==> src/rtl/dummy_pattern_gen.sv <==
// dummy_pattern_gen: finite-burst stimulus source on a valid/ready stream.
//   On start it sends len_i words. Each word is either an incrementing count
//   or a 32-bit Galois LFSR value copied into each 32-bit lane, with the lane
//   index XORed in.
//
// Ports
//   clk_i, reset_i      rising-edge clock, synchronous active-high reset
//   start_i             request a burst (taken in IDLE only)
//   mode_i/len_i/seed_i pattern select, word count, LFSR seed (latched with start_i)
//   data_o, valid_o     stream output, held stable while stalled
//   ready_i             sink ready
//   busy_o              high while words are being sent
//   done_o              one-cycle pulse at burst end
//   words_sent_o        words accepted in the current or most recent burst
//   err_inj_i           only when DUMMY_PATGEN_ERRINJ_EN is defined: flips
//                       data_o[0] of the next transferred word
//
// Optional feature macro: DUMMY_PATGEN_ERRINJ_EN
//
// state | meaning
// ------+-------------------------------------------------------------
// IDLE  | waiting for start_i; outputs quiet, words_sent_o holds
// SEND  | presenting words; advances on valid_o & ready_i
// DONE  | one-cycle done_o pulse, start_i ignored
module dummy_pattern_gen #(
  parameter int          DATA_W = 128,
  parameter int          LEN_W  = 16,
  parameter logic [31:0] SEED   = 32'hACE1_0001
) (
  input  logic              clk_i,
  input  logic              reset_i,
  input  logic              start_i,
  input  logic              mode_i,
  input  logic [LEN_W-1:0]  len_i,
  input  logic [31:0]       seed_i,
  output logic [DATA_W-1:0] data_o,
  output logic              valid_o,
  input  logic              ready_i,
`ifdef DUMMY_PATGEN_ERRINJ_EN
  input  logic              err_inj_i,
`endif
  output logic              busy_o,
  output logic              done_o,
  output logic [LEN_W-1:0]  words_sent_o
);

  localparam logic [31:0] POLY  = 32'h8020_0003;
  localparam int          LANES = DATA_W / 32;

  typedef enum logic [1:0] {
    IDLE = 2'd0,
    SEND = 2'd1,
    DONE = 2'd2
  } state_t;

  state_t             state_q, state_d;
  logic               mode_q;
  logic [LEN_W-1:0]   remain_q;
  logic [LEN_W-1:0]   words_sent_q;
  logic [31:0]        lfsr_q;
  logic               start_acc;
  logic               xfer;
  logic               last_word;
  logic [DATA_W-1:0]  pattern;

  assign start_acc = (state_q == IDLE) && start_i;
  assign xfer      = (state_q == SEND) && ready_i;
  // remain_q counts down the words still to send; the last word is the
  // one being transferred while the count reads 1.
  assign last_word = (remain_q == LEN_W'(1));

  always_ff @(posedge clk_i) begin
    if (reset_i) begin
      state_q <= IDLE;
    end else begin
      state_q <= state_d;
    end
  end

  always_comb begin
    state_d = state_q;
    valid_o = 1'b0;
    busy_o  = 1'b0;
    done_o  = 1'b0;
    case (state_q)
      IDLE: begin
        if (start_i) begin
          state_d = (len_i == '0) ? DONE : SEND;
        end
      end
      SEND: begin
        valid_o = 1'b1;
        busy_o  = 1'b1;
        if (ready_i && last_word) begin
          state_d = DONE;
        end
      end
      DONE: begin
        done_o  = 1'b1;
        state_d = IDLE;
      end
      default: state_d = IDLE;
    endcase
  end

  always_ff @(posedge clk_i) begin
    if (reset_i) begin
      mode_q       <= 1'b0;
      remain_q     <= '0;
      words_sent_q <= '0;
      lfsr_q       <= SEED;
    end else if (start_acc) begin
      mode_q       <= mode_i;
      remain_q     <= len_i;
      words_sent_q <= '0;
      lfsr_q       <= (seed_i == 32'd0) ? SEED : seed_i;
    end else if (xfer) begin
      remain_q     <= remain_q - LEN_W'(1);
      words_sent_q <= words_sent_q + LEN_W'(1);
      lfsr_q       <= lfsr_q[0] ? ((lfsr_q >> 1) ^ POLY) : (lfsr_q >> 1);
    end
  end

  // The word index equals the number of words already accepted, so the
  // counter pattern is taken straight from words_sent_q.
  always_comb begin
    pattern = '0;
    if (mode_q) begin
      for (int i = 0; i < LANES; i++) begin
        pattern[i*32 +: 32] = lfsr_q ^ 32'(i);
      end
    end else begin
      pattern = DATA_W'(words_sent_q);
    end
  end

`ifdef DUMMY_PATGEN_ERRINJ_EN
  logic err_pend_q;

  // A new pulse takes priority over clearing on a transfer in the same
  // cycle, so that pulse applies to the following word.
  always_ff @(posedge clk_i) begin
    if (reset_i) begin
      err_pend_q <= 1'b0;
    end else if (state_q == DONE) begin
      err_pend_q <= 1'b0;
    end else if (err_inj_i) begin
      err_pend_q <= 1'b1;
    end else if (xfer) begin
      err_pend_q <= 1'b0;
    end
  end

  always_comb begin
    data_o = '0;
    if (state_q == SEND) begin
      data_o    = pattern;
      data_o[0] = pattern[0] ^ err_pend_q;
    end
  end
`else
  always_comb begin
    data_o = '0;
    if (state_q == SEND) begin
      data_o = pattern;
    end
  end
`endif

  assign words_sent_o = words_sent_q;

endmodule
==> config.mk <==
export PLATFORM = sky130hd
export DESIGN_NAME = dummy_pattern_gen
export DESIGN_NICKNAME = d
export VERILOG_FILES = /design/src/rtl/dummy_pattern_gen.sv
export SDC_FILE = /design/constraint.sdc
export NUM_CORES = 1
export LEC_CHECK = 0
export CORE_MARGIN = 3
export CORE_UTILIZATION = 38
export CTS_CLUSTER_SIZE = 40
export DETAILED_ROUTE_END_ITERATION = 8
export HOLD_SLACK_MARGIN = 0.08
export PLACE_DENSITY = 0.72
export REMOVE_ABC_BUFFERS = 1
export SYNTH_ARGS = -nofsm -noshare
export SYNTH_HDL_FRONTEND = slang
export SYNTH_SLANG_ARGS = --single-unit
==> constraint.sdc <==
create_clock -name clk_i -period 2.8 [get_ports clk_i]
set_input_delay 0.56 -clock clk_i [delete_from_list [all_inputs] [get_ports clk_i]]
set_output_delay 0.56 -clock clk_i [all_outputs]
set_load 0.005 [all_outputs]
==> impl_metrics.csv <==
group,metric,value,unit
timing,setup_ws,0.185,ns
timing,finalWorstPathRequiredPeriod,2.61,ns
synth,synth_top_area_share,31.6,%
setup_path,cp_data_arrival_time,2.05,ns
finish,n_antenna_cell,0,
die,die_height,112,µm
setup_path,cp-start-kind,"register",
clock_tree,cts_setup_buffers,0,
synth,synthTopCellsByCount,"buf_4, dfxtp_1, nor2_1",
setup_path,path_class,"reg -> out",
drt,dr_total_vias,4486,
die,core,10600,µm²
synth,synth.distinct_cells,52,
setup_path,endpoint,"data_o[116]",
synth,synth_top_area_cell,"dfxtp_1",
clock_tree,cts_hold_buf,0,
setup_path,cpPeakStageDelay,0.54,ns
power_and_ir_drop,p_per_area,425,nW/µm²
global_route,antenna_found_initial,0,
finish,drive_above_1_share,6.18,%
drt,firstDrtPassIters,5,
placed_design,pre_cts_slack,0.293,ns
clock_tree,cts_buffers,9,
timing,finalClockSkew,0.00661,ns
synth,synth_edf_count,0,
drt,drt-initial-drc-count,304,
placed_design,hpwl,10.5,mm
timing,tightest_slew,0.714,ns
placed_design,port_buffers,199,
drt,met1Wirelength,5.73,mm
timing,post-route-period-util,93.4,%
synth,syn_area_per_cell,7.73,µm²
synth,ys_seq_area_share,31.6,%
timing,rsz0062_at_grt,"no",
synth,synth.area.top_cells,"dfxtp_1, buf_4, nor2_1",
clock_tree,max-clock-path-buffers,2,
power_and_ir_drop,power.leakage,0.00219,µW
global_route,grt_pass1_wl,22.1,mm
clock_tree,clk_pin_slew,0.07,ns
drt,route.met2.wl,6.67,mm
die,die_area,12500,µm²
die,die_x,112,µm
min_path,min_path_type,"reg -> reg",
setup_path,ff2ff_setup_slack,0.76,ns
setup_path,end_kind,"output pin",
drt,drc_errors,0,
timing,slew_violations,0,
finish,area_growth,41.6,%
clock_tree,clock_latency,0.34,ns
finish,finish.net_count,716,
synth,synth-seq-cells,67,
setup_path,cp_slowest_cell,"clkdlybuf4s50_1",
synth,synth_top_flop_cell,"dfxtp_1",
run,max_cap_viol_count,0,
power_and_ir_drop,ir_drop,233,µV
placed_design,place_congestion,0.834,
synth,yosysWarnings,0,
drt,top_layer,"met4",
timing,relSlewSlack,52.0,%
timing,fin_setup_tns,0,ns
synth,synth-async-reset-ratio,0,%
drt,drt_wl_total,13.8,mm
synth,yosysMostFrequentCell,"buf_4",
setup_path,path_cells,"nand2b_1 -> inv_1 -> buf_4 -> and3_1 -> clkdlybuf4s50_1",
setup_path,reg2reg_from,"state_q[1]",
setup_path,reg2reg_depth,5,
setup_path,r2r-end,"words_sent_o[15]",
setup_path,startpoint,"state_q[1]",
global_route,grt_pass1_vias,4293,
global_route,grt-ovfl-total,0,
drt,avgViaCountPerCell,5.61,
drt,antenna_left,0,
clock_tree,cts_tree,"built",
clock_tree,htree_levels,3,
run_status,run_status,"finished, final reports clean",
clock_tree,cts-resized-gates,0,
synth,syn_inst,549,
drt,routedWlPerCell,17.2,µm
timing,max_freq,382,MHz
synth,synth_area,4250,µm²
timing,setup_violations,0,
clock_tree,cts.sinks,67,
setup_path,path_max_fanout,20,
drt,wl_met3,1.21,mm
power_and_ir_drop,total_power,2560,µW
global_route,groute.usage.overall,21.3,%
setup_path,crit_required,2.24,ns
die,io_pins,200,
clock_tree,clockRootBuffer,"clkbuf_8",
timing,holdWs,0.493,ns
die,num_rows,37,
timing,hold_viol_final,0,
global_route,grt_max_degree,44,
die,start_util,40.0,%
[final cells by class]
type                       count  area [µm²]
fill                        1008        4590
multi-input combinational    356        2130
timing repair buffer         216        2130
sequential                    67        1340
tap                          136         170
clock buffer                  12         165
inverter                      10        37.5
clock inverter                 2        35.0
[state kept, by name (all words and copies together), names as in the netlist]
register	count
remain_q	16
lfsr_q	32
words_sent_o	16
state_q	2
mode_q	1
[critical path, delay by kind of cell, from the launching register on]
kind          cells  cell delay (ns)
flops             1             0.40
buf+inv           3             0.84
simple gates      2             0.48
[report_power, final]
part | internal (µW) | switching, µW | total (µW)
Clock | 473 | 350 | 823
Sequential | 1040 | 95.8 | 1130
Combinational | 288 | 312 | 599
[logic make-up after synthesis]
| kind of cell | count (synthesis) | share of synthesized area (%) |
|---|---|---|
| xor gates and xnor gates | 9 | 1.86 |
| buffers and inverters | 126 | 18.3 |
| muxes | 17 | 4.04 |
| AOI/OAI and AO/OA | 100 | 15.7 |
| DFF | 67 | 31.6 |
| adders and majority gates | 3 | 0.884 |
| and+or+nand+nor | 227 | 27.7 |
[placed cells by master, fill, tap and decap left out, types with 2 or more instances in the layout]
cell             instances
a21o_1                   2
a21oi_1                 23
a221oi_1                 2
a22oi_1                 11
a311oi_1                 3
a31oi_1                  5
a32oi_1                  2
and3_1                  35
buf_4                   16
clkbuf_8                12
clkdlybuf4s50_1        198
dfxtp_1                 65
dfxtp_2                  2
ha_1                     3
inv_1                   10
mux2i_1                 16
nand2_1                 36
nand2b_1                 3
nand3_1                 15
nand3b_1                 2
nand4_1                 10
nor2_1                  64
nor3_1                  23
nor4_1                  16
o211ai_1                 7
o21a_1                   2
o21ai_0                  9
o22ai_1                 19
o311ai_0                 2
o31ai_1                  5
or3_1                    6
or4_1                    8
xnor2_1                  7
xor2_1                   2
[per-layer routing]
layer	track usage [%]	up-vias
met5	0	-
li1	-	2113
met1	28.0	2134
met4	5.27	0
met2	35.7	224
met3	4.67	15
[worst min-delay path by stage]
stage / startpoint / to / slack, ns / cells after the start
3_3_place_gp: lfsr_q[27] / lfsr_q[27] / 0.48 / 2
5_1_grt: lfsr_q[27] / lfsr_q[27] / 0.51 / 2
3_5_place_dp: lfsr_q[31] / lfsr_q[31] / 0.48 / 2
2_1_floorplan: lfsr_q[16] / lfsr_q[16] / 0.46 / 2
4_1_cts: lfsr_q[31] / lfsr_q[31] / 0.50 / 2
6_report: lfsr_q[27] / lfsr_q[27] / 0.49 / 2
[stage by stage]
step	utilization (%)	cells	instance area, µm²
after floorplan	-	433	3510
after global placement	54.8	785	5810
after detailed placement	54.8	785	5810
after CTS	56.7	799	6010
after global routing	56.7	799	6010
final	56.7	799	6010
Power figures use the tool's default switching activity.
